## config.mk

```make
export PLATFORM = sky130hd
export DESIGN_NAME = fmul_arbiter
export DESIGN_NICKNAME = d
export VERILOG_FILES = /design/src/rtl/fmul_arbiter.sv
export SDC_FILE = /design/constraint.sdc
export NUM_CORES = 1
export LEC_CHECK = 0
export BUFFER_PORTS_ARGS = -buffer_cell sky130_fd_sc_hd__buf_2
export CAP_MARGIN = 10
export CORE_MARGIN = 1.5
export CORE_UTILIZATION = 47
export DETAILED_ROUTE_END_ITERATION = 10
export HOLD_SLACK_MARGIN = 0.03
export PLACE_DENSITY_LB_ADDON = 0.15
export SYNTH_ARGS = -nofsm -noshare
export SYNTH_HDL_FRONTEND = slang
export SYNTH_SLANG_ARGS = --single-unit
```

## constraint.sdc

```tcl
create_clock -name clk -period 3 [get_ports clk]
set_clock_uncertainty 0.1 [all_clocks]
set_input_delay 0.15 -clock clk [delete_from_list [all_inputs] [get_ports clk]]
set_output_delay 0.15 -clock clk [all_outputs]
set_load 0.02 [all_outputs]
```

## src/rtl/fmul_arbiter.sv

```systemverilog
`default_nettype none
// ============================================================================
// Module      : fmul_arbiter
// Description : Round-robin sharing of one pipelined fmul among NREQ
//               requesters, with a per-requester result slot.
// Revision    : 1.0 - initial release
// ============================================================================
module fmul_arbiter #(
    parameter int NREQ = 4,
    parameter int LAT  = 1,
    parameter int ID   = 1
) (
    input  logic                 clk,
    input  logic                 rst_n,
    input  logic [NREQ-1:0]      req_valid,
    input  logic [15*NREQ-1:0]   req_x,
    input  logic [15*NREQ-1:0]   req_y,
    output logic [NREQ-1:0]      req_ready,
    output logic [NREQ-1:0]      res_valid,
    output logic [15*NREQ-1:0]   res_data,
    input  logic [NREQ-1:0]      res_ready,
    output logic [14:0]          mul_x,
    output logic [14:0]          mul_y,
    input  logic [14:0]          mul_r,
    output logic                 busy
);

    localparam int c_IDW = (NREQ > 1) ? $clog2(NREQ) : 1;

    if (NREQ < 2 || NREQ > 8 || LAT < 1 || ID < 0) begin : g_param_check
        $error("fmul_arbiter: parameter out of range");
    end

    logic [c_IDW-1:0] r_rr;
    logic [LAT-1:0]   r_tag_v;
    logic [c_IDW-1:0] r_tag_id [LAT];
    logic [NREQ-1:0]  r_inflight;
    logic [NREQ-1:0]  r_res_valid;
    logic [14:0]      r_res_data [NREQ];

    logic [14:0]      w_x [NREQ];
    logic [14:0]      w_y [NREQ];
    logic [NREQ-1:0]  w_eligible;
    logic [NREQ-1:0]  w_gnt_oh;
    logic [NREQ-1:0]  w_cap_oh;
    logic             w_gnt_any;
    logic [c_IDW-1:0] w_gnt_idx;
    logic [c_IDW-1:0] w_idx;
    logic [c_IDW-1:0] w_rr_next;

    for (genvar i = 0; i < NREQ; i++) begin : g_pack
        assign w_x[i] = req_x[15*i +: 15];
        assign w_y[i] = req_y[15*i +: 15];
        assign res_data[15*i +: 15] = r_res_data[i];
    end

    // A slot being drained this cycle can accept a new operation at once.
    assign w_eligible = req_valid & ~r_inflight & (~r_res_valid | res_ready);

    always_comb begin
        w_gnt_any = 1'b0;
        w_gnt_idx = '0;
        w_gnt_oh  = '0;
        w_idx     = '0;
        mul_x     = '0;
        mul_y     = '0;
        if (rst_n) begin
            for (int k = 0; k < NREQ; k++) begin
                w_idx = c_IDW'((int'(r_rr) + k) % NREQ);
                if (!w_gnt_any && w_eligible[w_idx]) begin
                    w_gnt_any       = 1'b1;
                    w_gnt_idx       = w_idx;
                    w_gnt_oh[w_idx] = 1'b1;
                    mul_x           = w_x[w_idx];
                    mul_y           = w_y[w_idx];
                end
            end
        end
    end

    assign w_rr_next = (w_gnt_idx == c_IDW'(NREQ - 1)) ? '0 : w_gnt_idx + 1'b1;

    always_comb begin
        w_cap_oh = '0;
        if (r_tag_v[LAT-1]) begin
            w_cap_oh[r_tag_id[LAT-1]] = 1'b1;
        end
    end

    always_ff @(posedge clk or negedge rst_n) begin
        if (!rst_n) begin
            r_rr        <= '0;
            r_tag_v     <= '0;
            r_inflight  <= '0;
            r_res_valid <= '0;
            for (int i = 0; i < LAT; i++) begin
                r_tag_id[i] <= '0;
            end
            for (int i = 0; i < NREQ; i++) begin
                r_res_data[i] <= '0;
            end
        end else begin
            if (w_gnt_any) begin
                r_rr <= w_rr_next;
            end
            // Tag pipeline mirrors the fmul latency so the capture lines up with mul_r.
            r_tag_v[0]  <= w_gnt_any;
            r_tag_id[0] <= w_gnt_idx;
            for (int i = 1; i < LAT; i++) begin
                r_tag_v[i]  <= r_tag_v[i-1];
                r_tag_id[i] <= r_tag_id[i-1];
            end
            r_inflight  <= (r_inflight | w_gnt_oh) & ~w_cap_oh;
            r_res_valid <= (r_res_valid & ~res_ready) | w_cap_oh;
            for (int i = 0; i < NREQ; i++) begin
                if (w_cap_oh[i]) begin
                    r_res_data[i] <= mul_r;
                end
            end
        end
    end

    assign req_ready = w_gnt_oh;
    assign res_valid = r_res_valid;
    assign busy      = (|r_inflight) | (|r_res_valid);

endmodule
`default_nettype wire

```

; Yosys cells after proc, flatten, opt, wreduce, memory -nomap -nowiden
; Cells that the tools add are included.
[word_totals]
inputBits = 145
elab_cells = 135
register_bits = 73
[op_classes]
reduce_logical = 13
muxes = 75
add_sub_neg = 4
bitwise = 19
order_cmp = 14
eq_ne = 1
[op_table]
columns = op, n
row1 = $mux 15, 26
row2 = $bmux 15 s2, 8
row3 = $mux 4, 9
row4 = $or 4x4->4, 6
row5 = $mux 1, 17
row6 = $and 4x4->4, 4
row7 = $not 4->4, 4
row8 = $lt 2x3->1 const B, 5
row9 = $ge 3x3->1 const B, 4
row10 = $mux 2, 6
row11 = $not 2->3, 4
row12 = $demux 1 s2, 5
row13 = $ge 2x1->1 const B, 5
row14 = $bmux 1 s2, 4
row15 = $logic_and 1x1->1, 8
row16 = $reduce_or 4->1, 2
row17 = $add 2x1->2 const B, 2
row18 = $add 2x2->2 const B, 2
row19 = $logic_not 1->1, 3
row20 = $eq 2x2->1 const B, 1
row21 = $or 1x1->1, 1

; Depth between registers and ports, before layout
; Gate-level depths: netlist (run 1).
[logic_depth]
ltp_word = 21
depth_mapped = 14
depth_no_buf = 11

; Worst setup path before layout (run 1)
; Ideal clock, no wire load.
[synth_path]
path_type = flip-flop to flip-flop
start = reg r_rr[0]
end = reg r_rr[0]
arrival_time_ns = 2.998
path_slack_ns = -0.193
period_less_slack_ns = 3.193
path_buffers = 3
required_ns = 2.804
stages_incl_launch_ff = 14
cell_sequence = dfrtp_1 > buf_2 > inv_2 > ha_1 > mux4_2 > and3_4 > buf_6 > buf_6 > o2111a_1 > or2_1 > ha_1 > inv_1 > o311ai_0 > o32ai_2
[synth_between]
elab_chain_cells = 18
[synth_lines]
columns = item, line_no
row1 = "start, declared", 34  ; logic [c_IDW-1:0] r_rr;
row2 = "start signal, assigned", 104  ; r_rr <= w_rr_next;
row3 = $bmux 1 s2, 70  ; if (!w_gnt_any && w_eligible[w_idx]) begin
row4 = $mux 1 (implied by the code), 70
row5 = $mux 1, 70
row6 = $mux 1, 67  ; if (rst_n) begin
row7 = $logic_not 1->1, 70
row8 = $logic_and 1x1->1, 70
row9 = $mux 1, 70
row10 = $mux 1, 67
row11 = [... 3 more ...], --
row12 = $mux 1, 67
row13 = $logic_not 1->1, 70
row14 = $logic_and 1x1->1, 70
row15 = $mux 2 *, 70
row16 = $mux 2 *, 67
row17 = via w_gnt_idx[0], 47  ; logic [c_IDW-1:0] w_gnt_idx;
row18 = $add 2x1->2 / $eq 2x2->1 (equally long branches), 81  ; assign w_rr_next = (w_gnt_idx == c_IDW'(NREQ - 1)) ? '0 : w_gnt_idx + 1'b1;
row19 = $mux 2 *, 81
; The timed path passes the listed nets; every way through them passes the cells marked *. The select of a mux whose other input is x is not followed.
; A chain may end at the register's enable or synchronous reset.

; Worst setup path after layout (run 1)
[layout_path]
start = reg r_rr[1]
end = out mul_y[8]
[layout_between]
elab_chain_cells = 16
[layout_lines]
columns = item, line_no
row1 = $bmux 1 s2, 70
row2 = $mux 1 (implied by the code), 70
row3 = $mux 1, 70
row4 = $mux 1, 67
row5 = $logic_not 1->1, 70
row6 = $logic_and 1x1->1, 70
row7 = $mux 1, 70
row8 = $mux 1, 67
row9 = $logic_not 1->1, 70
row10 = $logic_and 1x1->1, 70
row11 = $mux 1, 70
row12 = $mux 1, 67
row13 = $logic_not 1->1, 70
row14 = $logic_and 1x1->1, 70
row15 = $mux 15 *, 70
row16 = $mux 15 *, 67
row17 = "end, declared", 23  ; output logic [14:0] mul_y,
; Mark *: on every way between the ends. The rest lies on a longest branch, timed or not. The select of a mux whose other input is x is not followed.

==> results of run 1 <==
## logic make-up after synthesis
family                     count (synthesis)
AOI/OAI and AO/OA                        228
DFF                                       73
and+or+nand+nor                          106
buffers and inverters                     78
muxes                                    186
adders and majority gates                  9
## routing by layer
metal	vias up	share of wire (%)	global-route usage [%]
met5	-	0	0
met4	0	2.5	9.02
met3	54	7.5	3.89
met2	358	50	48.8
met1	3649	40	37.1
li1	3215	-	-
## worst max-delay path, cell delays in order (launching register included)
cell	delay (ns)
dfrtp_4	0.50
inv_4	0.07
ha_4	0.21
inv_4	0.07
mux4_2	0.54
buf_12	0.18
buf_12	0.15
a211oi_1	0.18
o21ai_0	0.11
a21boi_1	0.18
buf_2	0.20
## how the worst max path moves through the flow
stage	endpoint	slack, ns	cells after the start
finish	mul_y[8]	0.03	10
CTS	mul_x[6]	0.005	9
global placement	r_rr[0]$_DFFE_PN0P_	0.25	10
global route	mul_x[7]	-0.05	10
floorplan	r_rr[0]$_DFFE_PN0P_	-0.002	13
detailed placement	r_rr[0]$_DFFE_PN0P_	0.21	10
## through the flow
step / hold WS (ns) / total power, W / setup slack, ns
6_report: 0.0364 / 0.0106 / 0.0309
5_1_grt: 0.0570 / 0.0112 / -0.0523
4_1_cts: 0.0360 / 0.0101 / 0.00482
3_5_place_dp: -0.0546 / 0.00869 / 0.207
3_3_place_gp: -0.0514 / 0.00845 / 0.246
2_1_floorplan: -0.246 / 0.00683 / -0.00159
## area by class of cell
cell class | instances | area, sq um
tap | 188 | 235
multi-input combinational | 529 | 5140
clock inverter | 7 | 103
inverter | 4 | 25.0
sequential | 73 | 1830
timing repair buffer | 304 | 1940
clock buffer | 9 | 225
fill | 1240 | 5590
## cell usage in the layout (no fill, tap or decap), types with 2 or more instances in the layout
cell / instances
buf_6: 5
o21ai_1: 22
o221ai_1: 3
buf_16: 2
nand4_1: 2
a21boi_1: 35
and2_1: 2
nand3_1: 7
a32oi_1: 28
dfrtp_4: 2
clkbuf_16: 13
mux2i_1: 30
dlygate4sd3_1: 16
a211oi_1: 26
bufinv_16: 2
o21ai_0: 43
a21o_1: 3
inv_4: 2
inv_6: 2
nor2_1: 33
buf_12: 5
nor4_1: 2
mux4_2: 65
buf_2: 233
mux2_2: 91
dfrtp_1: 71
a32oi_2: 2
a211oi_2: 4
ha_1: 8
nand3b_1: 4
buf_4: 38
a41oi_1: 3
nand2_1: 42
clkinv_4: 2
o22ai_1: 3
o211a_1: 33
a21oi_1: 9
nor2b_1: 2
nand2b_1: 5
## flip-flops by register name, summed over array words and instances, names as in the netlist
| signal | cells |
|---|---|
| r_tag_v | 1 |
| r_rr | 2 |
| r_tag_id | 2 |
| r_inflight | 4 |
| res_data | 60 |
| res_valid | 4 |
## power breakdown
part           internal, W  switching (W)  leakage [nW]
sequential         0.00148       0.000280         0.859
clock             0.000738       0.000429         0.162
combinational      0.00331        0.00432          3.36
## timing repair
action                                  CTS  global route
hold buffers                             16             0
gates resized for setup                   9            31
pin swaps                                 0             8
buffers inserted                          1             2
endpoints found under the setup margin   28            30
endpoints found under the hold margin    68             0
gates cloned                              1             5
==> results.md, run 1 <==
* Synth Net Count at 834
* Hold/Removal Path Class: input pin to register
* Commonest cells post-synth: mux2_2, dfrtp_1, mux4_2
* Final TNS setup at 0 ns
* Initial DRC count at 652
* Post-synthesis compound-gate area fraction at 23.1%
* Crit path launch: r_rr[1]$_DFFE_PN0P_
* Routed Wire Length at 23.8 mm
* Kind of critical path: register to output pin
* Clk pin slew, worst setup/hold paths at 0.06 ns
* Most common cell in the synthesized netlist: mux2_2
* Layout cells sized above 1 at 51.9%
* Initial antenna violation count at 0
* First-pass iteration count of the detailed router at 5
* Largest net degree at the start of global routing at 85
* Die area at 0.0161 sq mm
* Top cells by area, synth: dfrtp_1, mux4_2, mux2_2
* Worst-path maximum fanout at 13
* Async set-or-reset flop fraction in the synthesized netlist at 100%
* Core box area at 0.0151 sq mm
* Leak at 4.38 nW
* Yosys top cell by area: dfrtp_1
* Max-cap viol count at 0
* Adder-Cell Fraction of Synth Area at 1.56%
* Post-layout util at 63.0%
* Max Fclk at 337 MHz
* First-pass GRT wire length at 36.8 mm
* Post-synthesis cell type count at 50
* Wirelength per Cell at 21.4 um
* GP Congestion at 0.885
* Period utilization at 99.0%
* Post-synthesis mux area share at 38.6%
* Reg-to-reg critical path endpoint: r_rr[0]$_DFFE_PN0P_
* # rows at 45
* Startpoint Class: register
* Post-Layout Cell Count at 1114
* Share of the yosys chip area belonging to registers at 25.3%
* Number of buffers inserted by port buffering at 243
* Synth Area in XOR/XNOR at 0%
* Final Hold Vio Count at 0
* Hold Crit Start: res_ready[1]
* Clock buffer count from CTS at 9
* Status: completed
* Arr. time, crit path at 2.72 ns
* Synth Cell Area at 0.00722 sq mm
* ANT nets after route at 0
* WP data required at 2.75 ns
* P per Cell Area at 1110 mW/mm^2
* IO Pins at 244
* Post-synth EDFFs at 0
* Min-Delay Path Depth at 3
* Clk buf depth at 2
* Ys flop type: dfrtp_1
* CTS tree: done
* Worst vdd ir at 0.711 mV
* Slew Limit Fails at 0
* Residual DRC at 0
* Simple-Gate Fraction of Synth Area at 6.77%
* Gate count of the mapped netlist at 680
* Die H at 127 um
* FF-to-FF Start: r_rr[1]$_DFFE_PN0P_
* Vias per cell at 6.53
* Reg2Reg Setup Slack at 0.15 ns
* Vias at 7276
* Post-DP Area at 0.00869 sq mm
* R2R depth at 12
* CTS sink cnt at 73
* Die width at 127 um
* DP HPWL at 15.8 mm
* Fin nets at 1075
* Minimum clock period at 2.97 ns
* Design Area, Final at 0.00950 sq mm
* Synthesized area per cell at 10.6 sq um
* Slew margin rel. at 46.5%
* Starting Density at 47.9%
* Hold EP: res_valid[1]$_DFF_PN0_
* Placed Cells incl. Taps at 1073
* Finish-stage setup viols at 0
* Synth warn at 0
* CTS Root Cell: clkbuf_16
* H-Tree Depth at 3
* Slew @ Worst Pin at 0.802 ns
* Main combinational cell family by area after synthesis: multiplexers
* Top-area cell type share of the netlist area at 25.3%
* RSZ-0062 raised after global routing: true
* Synthesis-to-finish area growth at 31.5%
* Diode count at 0
* Vias in the first global route at 7232
* Crit. End Element: output pin
* All-Layer GR Usage at 28.3%
* Total grt overflow at 0
* Clock insertion delay at the later pin of the skew report at 0.33 ns
* Synthesized flop and latch total at 73
No activity file was read; power rests on OpenSTA's default activity.
==> inputs of run 2 (changes only) <==
--- a/config.mk
+++ b/config.mk
@@ -11,7 +11,7 @@
 export CORE_UTILIZATION = 47
 export DETAILED_ROUTE_END_ITERATION = 10
 export HOLD_SLACK_MARGIN = 0.03
-export PLACE_DENSITY_LB_ADDON = 0.15
+export PLACE_DENSITY = 0.78
 export SYNTH_ARGS = -nofsm -noshare
 export SYNTH_HDL_FRONTEND = slang
 export SYNTH_SLANG_ARGS = --single-unit
==> run 2 against run 1 <==
Effect of this change:
- clock power is 15% lower
- worst hold slack better by 0.0096 ns
- sequential power hardly changed
- register-to-register slack hardly changed
- global-route usage is 1.6 points lower
- power is 1.7% lower
- combinational power hardly changed
- design area is 0.25% lower
- fmax is 0.32% higher
- count of clock-buffer cells in the layout is 1 higher
- critical path depth stayed put
- via count is 3.7% lower
- largest power group unchanged
- highest routed layer unchanged
==> results.md, run 2 (synthesis gave the netlist of run 1 again) <==
* IO Pins at 244 (unchanged)
* Initial antenna violation count at 0 (unchanged)
* Vias per cell at 6.33 (-3.1%)
* Clk pin slew, worst setup/hold paths at 0.06 ns (about the same)
* Max FFs per register at 60 (unchanged)
* Worst vdd ir at 0.936 mV (+32%)
* Starting Density at 47.9% (unchanged)
* Filler cells at 1210 (-2.4%)
* Design Area, Final at 0.00948 sq mm (-0.25%)
* Number of buffers inserted by port buffering at 243 (unchanged)
* Max-cap viol count at 0 (unchanged)
* Kind of critical path: register to output pin
* Commonest cells after routing, fill and taps aside: buf_2, mux2_2, dfrtp_1
* Hold slack at 0.0460 ns (+0.00960 ns)
* Cell internal pwr at 0.00543 W (-1.8%)
* Fin nets at 1068 (-0.65%)
* Final Hold Vio Count at 0 (unchanged)
* Core box area at 0.0151 sq mm (unchanged)
* Status: completed
* Net Sw Frac at 47.7% (+0.058 points)
* CTS Root Cell: clkbuf_16
* Clock insertion delay at the later pin of the skew report at 0.33 ns (about the same)
* Routed Wire Length at 22.4 mm (-5.9%)
* Met2 GRT Util at 46.3% (-2.5 points)
* FF-to-FF Start: r_rr[0]$_DFFE_PN0P_
* GR Layer Usage met1 at 33.6% (-3.5 points)
* Residual DRC at 0 (unchanged)
* Crit. End Element: output pin
* H-Tree Depth at 3 (unchanged)
* ANT nets after route at 0 (unchanged)
* First-pass iteration count of the detailed router at 5 (unchanged)
* CTS sink cnt at 73 (unchanged)
* DP HPWL at 14.6 mm (-7.4%)
* Switching power at 0.00495 W (-1.6%)
* Hold/Removal Path Class: input pin to register
* Synthesis-to-finish area growth at 31.2%
* P per Cell Area at 1090 mW/mm^2 (-1.5%)
* RSZ-0062 raised after global routing: true
* Reg power frac at 17.0% (+0.3 points)
* Post-DP Area at 0.00864 sq mm (-0.58%)
* Slew Limit Fails at 0 (unchanged)
* First-pass GRT wire length at 34.9 mm (-5.3%)
* All-Layer GR Usage at 26.7% (-1.6 points)
* Die area at 0.0161 sq mm (unchanged)
* Layout cells sized above 1 at 52.2% (+0.29 points)
* Clock share of power at 9.6% (-1.5 points)
* Period utilization at 98.7% (-0.32 points)
* Vias in the first global route at 6813 (-5.8%)
* Met3 usage at 5.78% (+1.9 points)
* Post-layout util at 62.8% (-0.16 points)
* Die H at 127 um (unchanged)
* # rows at 45 (unchanged)
* WP data required at 2.75 ns (about the same)
* CTS tree: done
* Wirelength per Cell at 20.2 um (-5.4%)
* Worst-path maximum fanout at 9 (-4)
* Arr. time, crit path at 2.71 ns (about the same)
* Combinational share of power at 73.4% (+1.1 points)
* Minimum clock period at 2.96 ns (-0.00956 ns)
* Initial DRC count at 602 (-7.7%)
* Total grt overflow at 0 (unchanged)
* Placed Cells incl. Taps at 1064 (-0.84%)
* Most common cell after layout, fill and taps aside: buf_2
* Clk buf depth at 2 (unchanged)
* GP Congestion at 0.907 (+2.5%)
* Die width at 127 um (unchanged)
* Slew @ Worst Pin at 0.683 ns (-0.119 ns)
* Vias at 7009 (-3.7%)
* Finish-stage setup viols at 0 (unchanged)
* Crit path launch: r_rr[0]$_DFFE_PN0P_
* Largest net degree at the start of global routing at 122 (+44%)
* Post-Layout Cell Count at 1108 (-0.54%)
* Final TNS setup at 0 ns (unchanged)
* Startpoint Class: register
* Leak at 4.33 nW (-1.1%)
* Hold Crit Start: res_ready[0]
* Clock buffer count from CTS at 9 (unchanged)
* Slew margin rel. at 54.5% (+7.9 points)
* Grt peak-use layer: met2
* Max Fclk at 338 MHz (+0.32%)
[run 2: cell types whose count changed in the layout (fill, tap and decap cells not counted), sizes merged]
cell | before | now
buf | 284 | 276
bufinv | 2 | 0
bufbuf | 0 | 1
clkbuf | 13 | 14
clkinvlp | 0 | 1
diode | 0 | 1
[run 2: metal layers]
metal / wire (um) / share of wire (%) / vias to the layer above
met4: 500 / 2.2 / 0
met3: 1940 / 8.6 / 40
li1: - / - / 3182
met1: 8910 / 40 / 3441
met2: 11100 / 49 / 346
met5: 0 / 0 / -
[run 2: what timing repair did]
action | CTS | global route
setup buffers | 1 | 5
resized for setup | 7 | 57
cloned | 1 | 4
pin swaps | 1 | 5
endpoints found under the hold margin | 75 | 0
hold buffers | 16 | 0
endpoints found under the setup margin | 17 | 35
[run 2: layout make-up]
type | count | area [sq um] | share of cell area (%)
tap | 188 | 235 | 2.48
inverter | 4 | 25.0 | 0.264
clock buffer | 10 | 239 | 2.52
antenna | 1 | 2.50 | 0.0264
multi-input combinational | 529 | 5170 | 54.5
timing repair buffer | 297 | 1930 | 20.4
sequential | 73 | 1830 | 19.4
clock inverter | 6 | 40.0 | 0.423
[run 2: power by group through the flow]
stage	Combinational (W)	Clock, W	Sequential [W]
detailed placement	0.00681	0	0.00176
floorplan	0.00457	0	0.00226
global route	0.00818	0.00105	0.00182
CTS	0.00698	0.00101	0.00175
finish	0.00761	0.000999	0.00176
global placement	0.00671	0	0.00172
[run 2: path summary, 6_finish.rpt]
check	end	slack (ns)	cells past startpoint
setup / recovery	mul_x[4]	0.04	10
hold / removal	res_valid[0]$_DFF_PN0_	0.05	3
setup reg to reg	r_rr[0]$_DFFE_PN0P_	0.14	12
hold reg to reg	res_data[44]$_DFFE_PN0P_	0.40	1
max in group asynchronous	r_rr[1]$_DFFE_PN0P_	1.14	4
min in group asynchronous	r_rr[0]$_DFFE_PN0P_	0.11	2
[run 2: per-stage QoR]
step	worst slack [ns]	total power, W
final	0.0405	0.0104
after global placement	0.243	0.00843
after global routing	-0.0320	0.0110
after detailed placement	0.185	0.00857
after CTS	-0.00539	0.00974
after floorplan	-0.00159	0.00683
[run 2: critical path, stage by stage (launching register included)]
cell       delay, ns
dfrtp_4         0.50
inv_6           0.07
ha_4            0.21
inv_4           0.07
mux4_2          0.54
buf_4           0.19
clkbuf_16       0.17
a211oi_1        0.17
o21ai_1         0.08
a21boi_1        0.19
buf_4           0.18
==> inputs of run 3 (changes only) <==
==> constraint.sdc (replaced) <==
create_clock -name clk -period 3 [get_ports clk]
set_clock_uncertainty 0.1 [all_clocks]
set_input_delay 0.15 -clock clk [delete_from_list [all_inputs] [get_ports clk]]
set_output_delay 0.15 -clock clk [all_outputs]
set_load 0.1 [all_outputs]
==> run 3 against run 2 <==
Effect of this change:
- the run now ends with setup timing left
- non-clock buffer count grew 2
- die area unchanged
- count of clock-buffer cells in the layout increased by 4
- final cell count rose by 0.18%
- largest cell class unchanged
- sequential cell count is the same
- worst hold slack lost 0.014 ns
- design area increased by 14%
- global-route usage grew 1.7 points
- via count up 5.1%
- critical endpoint is now mul_x[11]
- register-to-register slack got worse by 0.08 ns
- first-iteration DRC count up 21%
==> results.md, run 3 (synthesis gave the netlist of run 1 again) <==
* Routed Wire Length at 25.0 mm (+11%)
* Vias in the first global route at 7327 (+7.5%)
* Post-DP Area at 0.00958 sq mm (+11%)
* WP data required at 2.75 ns (about the same)
* FF-to-FF Start: r_rr[0]$_DFFE_PN0P_
* ANT nets after route at 0 (unchanged)
* First-pass iteration count of the detailed router at 6 (+1)
* Clock buffer count from CTS at 9 (unchanged)
* Startpoint Class: register
* Post-Layout Cell Count at 1110 (+0.18%)
* IO Pins at 244 (unchanged)
* Arr. time, crit path at 2.77 ns (+0.06 ns)
* Most common cell after layout, fill and taps aside: buf_2
* R2R depth at 11 (-1)
* GP Congestion at 0.869 (-4.2%)
* Die H at 127 um (unchanged)
* Die width at 127 um (unchanged)
* Slew Limit Fails at 0 (unchanged)
* Placed Cells incl. Taps at 1063 (-0.094%)
* Failing checks: setup timing
* Status: finished with violations
* Minimum clock period at 3.02 ns (+0.0636 ns)
* Hold slack at 0.0320 ns (-0.0140 ns)
* Crit. End Element: output pin
* Reg2Reg Setup Slack at 0.06 ns (-0.08 ns)
* Core box area at 0.0151 sq mm (unchanged)
* Max Fclk at 331 MHz (-2.1%)
* Clk pin slew, worst setup/hold paths at 0.06 ns (about the same)
* Reg-to-reg critical path endpoint: r_rr[0]$_DFFE_PN0P_
* # rows at 45 (unchanged)
* Layout cells sized above 1 at 62.4% (+10 points)
* Number of buffers inserted by port buffering at 243 (unchanged)
* Clk buf depth at 2 (unchanged)
* Largest net degree at the start of global routing at 102 (-16%)
* Finish-stage setup viols at 8 (+8)
* Design Area, Final at 0.0108 sq mm (+14%)
* Clock insertion delay at the later pin of the skew report at 0.33 ns (about the same)
* Initial antenna violation count at 2 (+2)
* Initial DRC count at 727 (+21%)
* Kind of critical path: register to output pin
* Slew margin rel. at 52.5% (-2.0 points)
* Hold/Removal Path Class: input pin to asynchronous set/reset pin
* Max FFs per register at 60 (unchanged)
* Total grt overflow at 0 (unchanged)
* Vias per cell at 6.63 (+4.9%)
* Final Hold Vio Count at 0 (unchanged)
* Die area at 0.0161 sq mm (unchanged)
* Commonest cells after routing, fill and taps aside: buf_2, mux2_2, dfrtp_1
* Worst-path maximum fanout at 10 (+1)
* Max-cap viol count at 0 (unchanged)
* Wirelength per Cell at 22.5 um (+11%)
* All-Layer GR Usage at 28.4% (+1.7 points)
* Filler cells at 1026 (-15%)
* H-Tree Depth at 3 (unchanged)
* CTS tree: done
* CTS Root Cell: clkbuf_16
* Starting Density at 47.9% (unchanged)
* First-pass GRT wire length at 37.0 mm (+6.2%)
* DP HPWL at 15.7 mm (+7.4%)
* Residual DRC at 0 (unchanged)
* Final WS setup at -0.0231 ns (-0.0636 ns)
* Post-layout util at 71.9% (+9.1 points)
* Synthesis-to-finish area growth at 50.2%
* Fin nets at 1070 (+0.19%)
* CTS sink cnt at 73 (unchanged)
* Vias at 7363 (+5.1%)
* Period utilization at 101% (+2.1 points)
* Slew @ Worst Pin at 0.712 ns (+0.0296 ns)
* RSZ-0062 raised after global routing: true
## run 3: cell count changes in the layout (fill, tap and decap cells not counted), moves of 11 or more
cell / change
a32oi_1: -26
o21ai_2: +15
a21boi_4: +34
buf_12: +37
a32oi_2: +19
buf_4: -22
a21boi_1: -32
buf_2: -11
a211oi_1: -17
## run 3: worst max-delay path, stage by stage (launching register included)
cell      delay, ns
dfrtp_4        0.51
clkinv_8       0.08
ha_4           0.22
inv_4          0.07
mux4_2         0.53
buf_12         0.17
buf_12         0.15
a211oi_1       0.18
o21ai_1        0.13
a21boi_4       0.20
buf_12         0.19
## run 3: layout make-up
cell class              count  area [sq um]  area share, %
multi-input cells         529          6050           55.8
repair buffers            299          2390           22.0
flip-flops and latches     73          1850           17.0
clock buffers              14           254           2.34
well taps                 188           235           2.17
clock inverters             2          37.5          0.346
inverters                   4          30.0          0.277
diodes                      1          2.50         0.0231
## run 3: per-stage QoR
step / setup WS [ns] / setup TNS (ns)
2_1_floorplan: 0.00904 / 0
3_3_place_gp: 0.167 / 0
3_5_place_dp: 0.105 / 0
4_1_cts: -0.0388 / -0.266
5_1_grt: -0.130 / -2.03
6_report: -0.0231 / -0.0832
## run 3: how the worst max path moves through the flow
stage                   startpoint                  end  depth (start not counted)
2_1_floorplan  r_rr[0]$_DFFE_PN0P_  r_rr[0]$_DFFE_PN0P_                         13
3_3_place_gp   r_rr[0]$_DFFE_PN0P_  r_rr[0]$_DFFE_PN0P_                         11
3_5_place_dp   r_rr[0]$_DFFE_PN0P_  r_rr[0]$_DFFE_PN0P_                         11
4_1_cts        r_rr[0]$_DFFE_PN0P_             mul_y[1]                          9
5_1_grt        r_rr[0]$_DFFE_PN0P_            mul_x[11]                         10
6_report       r_rr[0]$_DFFE_PN0P_            mul_x[11]                         10
## run 3: timing repair
action	4_1_cts	5_1_grt
hold buffers	17	0
gates resized for setup	11	104
pin swaps	3	40
hold endpoints to repair	58	0
setup buffers	2	7
endpoints found under the setup margin	34	36
gates cloned	0	4
## run 3: routing by layer
layer | track usage (%) | share of wire (%)
met5 | 0 | 0.064
met4 | 10.0 | 2.9
met3 | 6.16 | 9.3
met2 | 51.0 | 51
met1 | 33.5 | 37
Power of run 3 is not shown: default switching activity piles up to over one toggle a cycle in this logic, so the estimate is an artifact.
